## src/rtl/cpu_pkg.sv

```systemverilog
// Shared CPU front-end definitions: datapath widths, fetch FSM states and payload types.
package cpu_pkg;

  localparam int unsigned XLEN    = 32;
  localparam int unsigned INSTR_W = 32;
  localparam int unsigned IMM_W   = 10;
  localparam int unsigned OPC_W   = 6;

  localparam logic [XLEN-1:0] DEFAULT_RESET_PC = 32'h0000_0000;

  typedef enum logic [1:0] {
    ST_FETCH = 2'd0,
    ST_HOLD  = 2'd1,
    ST_DRAIN = 2'd2
  } fetch_state_t;

  // One fetched instruction together with the address it came from.
  typedef struct packed {
    logic [INSTR_W-1:0] instr;
    logic [XLEN-1:0]    pc;
  } fetch_word_t;

  function automatic logic [XLEN-1:0] align_word(input logic [XLEN-1:0] addr);
    return addr & ~XLEN'(3);
  endfunction

endpackage

```

## src/rtl/fetch_stage.sv

```systemverilog
// Instruction fetch stage: drives the imem read handshake, parks a word while stalled,
// and drains a stale in-flight request after a redirect.
module fetch_stage
  import cpu_pkg::*;
#(
  parameter logic [XLEN-1:0] RESET_PC = DEFAULT_RESET_PC
) (
  input  logic               clk,
  input  logic               reset,
  input  logic               stall_in,
  input  logic               branch_taken,
  input  logic [XLEN-1:0]    branch_target,
  output logic               imem_req,
  output logic [XLEN-1:0]    imem_addr,
  input  logic               imem_ack,
  input  logic [INSTR_W-1:0] imem_rdata,
  output logic               valid_out,
  output logic [INSTR_W-1:0] instr_out,
  output logic [XLEN-1:0]    pc_out,
  output logic [IMM_W-1:0]   imm_out,
  output logic [OPC_W-1:0]   opcode_out
);

  fetch_state_t    state, state_d;
  logic [XLEN-1:0] pc, pc_d, addr_d;
  logic            req_d, valid_d;
  fetch_word_t     out_q, out_d, hold_q, hold_d;

  logic            ack;
  logic [XLEN-1:0] pc_inc;
  logic [XLEN-1:0] target;

  // An ack is only honoured against an outstanding request.
  assign ack    = imem_ack & imem_req;
  assign pc_inc = pc + XLEN'(4);
  assign target = align_word(branch_target);

  // Next-state, pc, handshake and output-register decisions.
  always_comb begin
    state_d = state;
    pc_d    = pc;
    addr_d  = imem_addr;
    req_d   = imem_req;
    valid_d = valid_out;
    out_d   = out_q;
    hold_d  = hold_q;

    unique case (state)
      ST_FETCH: begin
        req_d = 1'b1;
        if (branch_taken) begin
          pc_d    = target;
          valid_d = 1'b0;
          hold_d  = '0;
          // A request still in flight must complete on its old address before redirecting.
          if (imem_req && !imem_ack) begin
            state_d = ST_DRAIN;
          end else begin
            addr_d = target;
          end
        end else if (ack) begin
          pc_d   = pc_inc;
          addr_d = pc_inc;
          if (stall_in) begin
            hold_d  = '{instr: imem_rdata, pc: imem_addr};
            req_d   = 1'b0;
            state_d = ST_HOLD;
          end else begin
            out_d   = '{instr: imem_rdata, pc: imem_addr};
            valid_d = 1'b1;
          end
        end else if (!stall_in) begin
          valid_d = 1'b0;
        end
      end

      ST_HOLD: begin
        if (branch_taken) begin
          pc_d    = target;
          addr_d  = target;
          req_d   = 1'b1;
          valid_d = 1'b0;
          hold_d  = '0;
          state_d = ST_FETCH;
        end else if (!stall_in) begin
          out_d   = hold_q;
          valid_d = 1'b1;
          hold_d  = '0;
          req_d   = 1'b1;
          state_d = ST_FETCH;
        end
      end

      ST_DRAIN: begin
        req_d   = 1'b1;
        valid_d = 1'b0;
        if (branch_taken) begin
          pc_d = target;
        end
        // Stale data is dropped; a redirect arriving with the ack still wins.
        if (imem_ack) begin
          addr_d  = branch_taken ? target : pc;
          state_d = ST_FETCH;
        end
      end

      default: begin
        state_d = ST_FETCH;
      end
    endcase
  end

  // State and datapath registers.
  always_ff @(posedge clk or posedge reset) begin
    if (reset) begin
      state     <= ST_FETCH;
      pc        <= RESET_PC;
      imem_addr <= RESET_PC;
      imem_req  <= 1'b0;
      valid_out <= 1'b0;
      out_q     <= '0;
      hold_q    <= '0;
    end else begin
      state     <= state_d;
      pc        <= pc_d;
      imem_addr <= addr_d;
      imem_req  <= req_d;
      valid_out <= valid_d;
      out_q     <= out_d;
      hold_q    <= hold_d;
    end
  end

  assign instr_out  = out_q.instr;
  assign pc_out     = out_q.pc;
  assign imm_out    = out_q.instr[IMM_W-1:0];
  assign opcode_out = out_q.instr[INSTR_W-1 -: OPC_W];

endmodule

```

## config.mk

```make
export PLATFORM = sky130hd
export DESIGN_NAME = fetch_stage
export DESIGN_NICKNAME = d
export VERILOG_FILES = /design/src/rtl/cpu_pkg.sv /design/src/rtl/fetch_stage.sv
export SDC_FILE = /design/constraint.sdc
export NUM_CORES = 1
export LEC_CHECK = 0
export ABC_AREA = 1
export CAP_MARGIN = 20
export CORE_MARGIN = 2
export CORE_UTILIZATION = 48
export CTS_CLUSTER_DIAMETER = 60
export DETAILED_ROUTE_END_ITERATION = 12
export PLACE_DENSITY_LB_ADDON = 0.15
export SLEW_MARGIN = 20
export SYNTH_ARGS = -nofsm -noshare
export SYNTH_HDL_FRONTEND = slang
export SYNTH_SLANG_ARGS = --single-unit
```

## constraint.sdc

```tcl
create_clock -name clk -period 6.9 [get_ports clk]
set_input_delay 1.38 -clock clk [delete_from_list [all_inputs] [get_ports clk]]
set_output_delay 1.38 -clock clk [all_outputs]
set_load 0.005 [all_outputs]
```

After elaboration in Yosys (flattened, before gate mapping)
Cells that the tools add are included.

word-level totals
  flip-flop bits (word level) = 196
  word-level logic and storage cells = 81

cells by class
  bitwise gates (word level) = 1
  multiplexer cells = 41
  $add $sub $neg = 1
  equality and inequality tests = 15
  reduce and logical (&&, ||, !) cells = 14

operator list
  operator                                                         number
  64-bit two-way mux                                               10
  64-bit case mux with 2 select lines                              2
  32-bit two-way mux                                               7
  32-bit case mux with 3 select lines                              1
  32-bit case mux with 2 select lines                              1
  32-bit by 3-bit adder with 32-bit output, second input constant  1
  3-bit != test, second input constant                             5
  2-bit two-way mux                                                7
  2-bit != test, second input constant                             7
  1-bit two-way mux                                                10
  5-bit AND reduction                                              2
  1-bit case mux with 3 select lines                               2
  2-bit case mux with 3 select lines                               1
  2-bit AND reduction                                              3
  6-bit AND reduction                                              1
  4-bit != test, second input constant                             1
  4-bit AND reduction                                              1
  2-bit nonzero test                                               2
  3-bit nonzero test                                               1
  2-bit by 1-bit == test with 1-bit output, second input constant  1
  2-bit == test, second input constant                             1
  2-bit zero test                                                  1
  2-bit OR reduction                                               1
  1-bit bitwise AND                                                1
  other kinds (2)                                                  2

Depth between registers and ports, before layout
Gate-level depths: netlist of the first run.

  depth in word-level cells = 5
  mapped depth = 13

Worst setup path after synthesis of the first run
Ideal clock, no wire load.

  kind = input to register
  start = in imem_ack
  end = reg imem_addr[24]
  arrival = 2.419 ns
  cell stages on the path = 12
  path slack = 4.358 ns
  path buffers = 2
  cells stage by stage = nand2_1 > inv_1 > nor2_1 > nand2_1 > o21ai_2 > inv_1 > nand2_2 > inv_2 > buf_6 > buf_2 > nor2_1 > a21oi_1

between the ends
  word-level cells in the longest chain between the ends = 4
  elaborated cells between the ends (all ways) = 7

RTL lines
  item                               line                source
  start: declaration                 fetch_stage.sv:15   input logic imem_ack,
  1-bit zero test                    fetch_stage.sv:56   if (imem_req && !imem_ack) begin
  1-bit logical AND                  fetch_stage.sv:56
  3-bit != test (no line)            n/a
  5-bit AND reduction (no line) (*)  n/a
  end signal: assignment             fetch_stage.sv:126  imem_addr <= addr_d;
  end: declaration                   fetch_stage.sv:14   output logic [XLEN-1:0] imem_addr,

Every way passes the cells marked *; elsewhere a longest branch is shown, timed or not.
A chain may end at the register's enable or synchronous reset.

Worst setup path after layout of the first run
  start = in branch_taken
  end = reg pc[10]

between the ends
  word-level cells in the longest chain between the ends = 2
  elaborated cells between the ends (all ways) = 5

RTL lines
  item                                                                               line                source
  start: declaration                                                                 fetch_stage.sv:11   input logic branch_taken,
  32-bit two-way mux, or another cell as far along                                   n/a
  32-bit case mux with 2 select lines / 2-bit AND reduction (equally long branches)  n/a
  end signal: assignment                                                             fetch_stage.sv:125  pc <= pc_d;
  end: declaration                                                                   fetch_stage.sv:25   logic [XLEN-1:0] pc, pc_d, addr_d;

Several ways; a longest one is shown, not always the timed one.

==> summary.md, run 1 <==
| Metric | Value |
|---|---|
| Status | `completed` |
| Most common cell after layout, fill and taps aside | `nand2_1` |
| Routability Congestion | `0.891` |
| Cell area after layout | `12600 um2` |
| GRT Residual Overflow | `0` |
| Clock share of power | `0.162` |
| Nets | `1466` |
| Reg-to-reg setup timing slack | `3.51 ns` |
| R2R cell count | `9` |
| Setup TNS | `0 ns` |
| I/O Buffers | `180` |
| First-pass GRT wire length | `44200 um` |
| P_int | `3.47 mW` |
| Horiz. Die Dim | `approximately 150 um` |
| Worst Hold End | `pc_out[11]` |
| # Post-CTS Setup Buffers | `0` |
| Pleak | `about 5.4 nW` |
| Worst hold slack | `0.487 ns` |
| Clk pin slew, worst setup/hold paths | `approximately 0.070 ns` |
| Crit end category | `register` |
| CTS H-Tree Depth | `4` |
| Hold Crit Start | `pc_out[11]` |
| # resized after CTS | `0` |
| TritonCTS clock tree | `done` |
| Least-Margin Pin Slew | `1.03 ns` |
| Post-synthesis mux area share | `0` |
| Yosys cell types | `34` |
| CP required | `7.18 ns` |
| Root Driver | `clkbuf_16` |
| RSZ-0062 raised after global routing | `no` |
| Clock Skews | `0.0177 ns` |
| Yosys warnings | `0` |
| Period minus WS final | `between 4 and 5 ns` |
| Drt pass-1 iters | `5` |
| Switch share | `0.428` |
| P_sw | `2.60 mW` |
| Fin. Hold Viols | `0` |
| Dpl hpwl | `about 17000 um` |
| Highest-count cells in the layout ignoring fill and taps | `nand2_1, dfrtp_1, clkdlybuf4s50_1, nor2_1, inv_1` |
| Synth Instances | `1287` |
| Layout cells sized above 1 | `0.0392` |
| PnR Total Power | `6.08 mW` |
| Number of DRC markers in iteration 0 | `713` |
| Adder-cell share of the synthesized area | `0.00605` |
| Critical Path AT | `4.66 ns` |
| Die Y-Extent | `151 um` |
| Fill count | `roughly 1900` |
| FF-to-FF End | `pc[10]` |
| Core Region | `21100 um2` |
| Largest family of logic cells by synthesized area | `compound AO/OA/AOI/OAI gates` |
| Worst VDD drop | `0.455 mV` |
| PwrDens | `about 480 nW/um2` |
| Register area share after synthesis | `0.474` |
| Final setup vio count | `0` |
| Clk_lat worst skew | `0.44 ns` |
| Die area | `roughly 23000 um2` |
| Sink Count | `196` |
| Crit path launch type | `input pin` |
| Number of synthesized register bits | `196` |
| Initial antenna violation count | `0` |
| Gr usage total | `0.245` |
| # diodes | `0` |
| CP Launch Point | `branch_taken` |
| CTS Buf Count | `17` |
| Post-CTS Hold Buffers | `0` |
| Number of synthesized flops with an enable pin | `0` |
| Post-DRT Antenna Nets | `0` |
| Max_cap viols | `0` |
| Relative slew margins | `0.314` |
| CP Class | `in2reg` |
| Syn Area/Cell | `approximately 8.0 um2` |
| Seq pwr share | `0.339` |
| Drt wl/cell | `16.3 um` |
| Row cnt | `53` |
| Asr flop ratio synth | `1.00` |
| Starting density of the core | `0.491` |
| Crit-path max FO | `60` |
| Vias in the first global route | `approximately 8400` |
| Comb power frac | `0.499` |
| XOR/XNOR Fraction of Synth Area | `0` |
| Synth-to-Final Area Change | `22.1%` |
| I/O pin total | `approximately 180` |
| Final period utilization | `0.634` |
| Top FF cell, synth | `dfrtp_1` |
| Synthesized area | `between 10000 and 15000 um2` |
| Compound-Gate Fraction of Synth Area | `0.212` |
| Post-Route WL | `27400 um` |
| Clock buffer depth | `2` |
| Synth Area in Simple Gates | `0.209` |
| Worst hold path class | `reg2reg` |
| Fmax | `229 MHz` |
| Via density per instance | `approximately 5.6` |
| Vias post-DR | `9345` |
| Number of remaining DRC errors | `0` |
| Post-Syn Nets | `~1400` |
| WHS Path Cells | `1` |
| Reg2reg start | `state[0]` |
| Largest net degree at the start of global routing | `approximately 150` |
| DP Area | `12100 um2` |
| Slew Viols, Final | `0` |
cell families after synthesis:
family | Yosys count
AOI/OAI and AO/OA | 351
and+or+nand+nor | 501
adders and majority gates | 5
DFF | 196
buffers and inverters | 234
how the worst max path moves through the flow:
stage	end	slack, ns
3_5_place_dp	pc[10]	2.12
5_1_grt	pc[25]	2.29
2_1_floorplan	hold_q[0]	0.18
6_report	pc[10]	2.53
4_1_cts	pc[10]	2.58
3_3_place_gp	pc[10]	2.21
stage by stage:
step | instances | util | setup WS [ns]
2_1_floorplan | 1287 | - | 0.179
3_3_place_gp | 1648 | 0.572 | 2.21
3_5_place_dp | 1648 | 0.572 | 2.12
4_1_cts | 1679 | 0.599 | 2.58
5_1_grt | 1679 | 0.599 | 2.29
6_report | 1679 | 0.599 | 2.53
final cells by class:
type	count	area, um2	share of cell area
clock inverter	14	145	0.0115
clock buffer	17	425	0.0337
sequential	196	4900	0.388
timing repair buffer	191	1890	0.150
multi-input combinational	857	4430	0.350
inverter	129	499	0.0395
tap	275	344	0.0272
power groups by stage:
stage | Sequential (mW) | Combinational, mW | Clock (mW)
floorplan | 2.00 | 1.96 | 0
global placement | 2.06 | 2.97 | 0
detailed placement | 2.07 | 3.03 | 0
CTS | 2.05 | 3.05 | 1.00
global route | 2.12 | 3.41 | 1.06
finish | 2.06 | 3.03 | 0.984
critical path: stages:
cell and delay, ns:
buf_2 0.10, buf_4 0.30, inv_2 0.17, buf_4 0.46, nand2_1 0.20, nand2_2 0.63, clkinv_1 0.98, nor2_1 0.33
a31oi_1 0.07
state kept, by name, indices dropped and copies added (netlist names):
register,flops
hold_q,64
imem_addr,32
imem_req,1
instr_out,32
pc,32
pc_out,32
state,2
valid_out,1
layer usage:
metal | track usage | share of wire | vias up
li1 | - | - | 4572
met4 | 0.0715 | 0.014 | 0
met5 | 0 | 0 | -
met3 | 0.0352 | 0.062 | 27
met1 | 0.355 | 0.46 | 4434
met2 | 0.384 | 0.46 | 312
cells in the mapped netlist (4+ instances only):
master	count	area share
ha_1	5	0.0060
nor2_1	137	0.050
nand4_1	71	0.043
nand3_1	49	0.024
a31oi_1	5	0.0030
a22oi_1	29	0.021
clkbuf_1	34	0.012
o21ai_0	89	0.043
o21bai_1	4	0.0029
buf_1	11	0.0040
dfrtp_1	196	0.47
inv_1	124	0.045
a21oi_1	73	0.035
inv_2	4	0.0015
o211ai_1	68	0.049
nor3_1	6	0.0029
o21a_1	64	0.046
o21ai_1	14	0.0068
buf_4	28	0.020
buf_2	30	0.015
nand2_1	230	0.083
No activity file was read; power rests on OpenSTA's default activity.
==> run 2, diff against run 1 <==
Clock period 6.9 ns to 3.8 ns, I/O delays scaled along.
==> run 2 against run 1 <==
Clock skew fell by 0.0050 ns; via count rose by 1.0%; global-route usage fell by 0.14 points; final area rose by 1.4%; combinational power rose by 87%; critical path type is now reg2reg; flip-flop and latch count did not move; register-to-register slack got worse by 2.4 ns.
==> summary.md, run 2 (synthesized netlist as in run 1, its figures left out) <==
| Metric | Value |
|---|---|
| Fin util | `0.608` |
| R2R cell count | `10` |
| Period minus WS final | `between 2 and 3 ns` |
| Setup WS pre-CTS | `0.719 ns` |
| Largest net degree at the start of global routing | `188` |
| Routability Congestion | `between 0.8 and 0.9` |
| Worst VDD drop | `0.651 mV` |
| # resized after CTS | `0` |
| Initial antenna violation count | `0` |
| Root Driver | `clkbuf_16` |
| Synth-to-Final Area Change | `23.9%` |
| GRT Residual Overflow | `0` |
| Gr usage total | `0.243` |
| Status | `completed` |
| Via density per instance | `5.58` |
| Vias in the first global route | `8317` |
| Number of remaining DRC errors | `0` |
| Crit-path max FO | `29` |
| CP required | `4.10 ns` |
| Final period utilization | `0.710` |
| Horiz. Die Dim | `approximately 150 um` |
| Final setup vio count | `0` |
| I/O pin total | `roughly 180` |
| Nets | `1478` |
| FF-to-FF End | `imem_addr[6]` |
| # Post-CTS Setup Buffers | `0` |
| Crit-path max cell delay | `0.40 ns` |
| Worst path depth | `10` |
| Post-CTS Hold Buffers | `0` |
| Max reg flops | `between 60 and 70` |
| Crit-path cells | `inv_1 -> ha_1 -> buf_4 -> inv_1 -> o21ai_2 -> inv_1 -> nand2_2 -> inv_2 -> o21ai_0 -> o21ai_1` |
| Fin. Hold Viols | `0` |
| Placed Instances | `between 1500 and 2000` |
| CTS H-Tree Depth | `4` |
| Worst hold path class | `reg2reg` |
| Layout cells sized above 1 | `0.0480` |
| Drt pass-1 iters | `5` |
| Die Y-Extent | `151 um` |
| Max_cap viols | `0` |
| I/O Buffers | `180` |
| Most common cell after layout, fill and taps aside | `nand2_1` |
| Largest Register | `hold_q` |
| CP Launch Point | `state[0]` |
| CP Capture Point | `imem_addr[6]` |
| Reg-to-reg setup timing slack | `1.10 ns` |
| Clk_lat worst skew | `approximately 0.44 ns` |
| RSZ-0062 raised after global routing | `no` |
| Die area | `22700 um2` |
| Worst path most repeated cell | `inv_1` |
| Crit path launch type | `register` |
| Critical Path AT | `around 3.0 ns` |
| Reg area | `4900 um2` |
| Number of DRC markers in iteration 0 | `717` |
| Setup TNS | `0 ns` |
| Slew Viols, Final | `0` |
| Reg2reg start | `state[0]` |
| First-pass GRT wire length | `43800 um` |
| # diodes | `0` |
| Clock buffer depth | `2` |
| Fill count | `1891` |
| Core Region | `21100 um2` |
| Post-DRT Antenna Nets | `0` |
| Row cnt | `53` |
| TritonCTS clock tree | `done` |
| Dpl hpwl | `18100 um` |
| Fmax | `371 MHz` |
| Relative slew margins | `0.407` |
| PwrDens | `868 nW/um2` |
| Final setup margin | `1.10 ns` |
| CTS Buf Count | `17` |
| Sink Count | `a little under 200` |
| Starting density of the core | `0.491` |
| Multi-input gate area | `4430 um2` |
| Drt wl/cell | `16.2 um` |
| Crit end category | `register` |
| Buf/Inv on CP | `5` |
| Clk pin slew, worst setup/hold paths | `0.08 ns` |
| Pleak | `about 5.5 nW` |
| Post-route insts no fill | `1692` |
| Worst path slowest cell | `dfrtp_1` |
| Crit path max-delay family | `buffers and inverters` |
| CP Class | `reg2reg` |
| Post-Route WL | `27400 um` |
| Clock Skews | `0.0126 ns` |
| Least-Margin Pin Slew | `0.887 ns` |
| Vias post-DR | `9442` |
| Highest-count cells in the layout ignoring fill and taps | `nand2_1, dfrtp_1, clkdlybuf4s50_1, nor2_1, inv_1` |
## run 2: cell count changes in the layout (fill, tap and decap cells not counted)
cell and change:
buf_4 +2, clkinv_2 +2, inv_6 +2, clkinvlp_4 +2, inv_8 -1, buf_12 +10, bufinv_16 -1, clkinv_4 -2
clkinv_8 -1
## run 2: final cells by class
| type | count | share of cell area |
|---|---|---|
| repair buffers | 203 | 0.164 |
| clock buffers | 17 | 0.0332 |
| multi-input cells | 857 | 0.345 |
| inverters | 129 | 0.0383 |
| flip-flops and latches | 196 | 0.383 |
| clock inverters | 15 | 0.00947 |
| well taps | 275 | 0.0268 |
## run 2: worst register-to-register path, cell delays in order, from the launching register on
cell     delay (ns)
dfrtp_1        0.40
inv_1          0.10
ha_1           0.15
buf_4          0.34
inv_1          0.28
o21ai_2        0.24
inv_1          0.07
nand2_2        0.29
inv_2          0.34
o21ai_0        0.24
o21ai_1        0.11
## run 2: per-stage QoR
stage / instance area, um2 / power (mW) / hold slack (ns)
floorplan: 10400 / 7.18 / 0.486
global placement: 12300 / 9.29 / 0.472
detailed placement: 12300 / 9.42 / 0.479
CTS: 12800 / 11.2 / 0.494
global route: 12800 / 12.0 / 0.504
finish: 12800 / 11.1 / 0.488
## run 2: worst min path at each step
stage                          to  cells after the start     startpoint
CTS                     pc_out[6]                      1      pc_out[6]
finish                 pc_out[28]                      1     pc_out[28]
floorplan               hold_q[0]                      2      hold_q[0]
detailed placement      pc_out[6]                      1      pc_out[6]
global route           pc_out[16]                      1     pc_out[16]
global placement    instr_out[19]                      1  instr_out[19]
## run 2: report_power, final
group	internal, mW	switching [mW]	total [mW]
clock	0.856	0.868	1.72
combinational	2.49	3.18	5.67
sequential	3.02	0.717	3.74
total	6.36	4.76	11.1
## run 2: per-layer routing
metal,vias up,GRT usage,share of wire
li1,4601,-,-
met1,4499,0.352,0.47
met2,311,0.390,0.46
met3,31,0.0343,0.059
met4,0,0.0579,0.012
met5,-,0,0
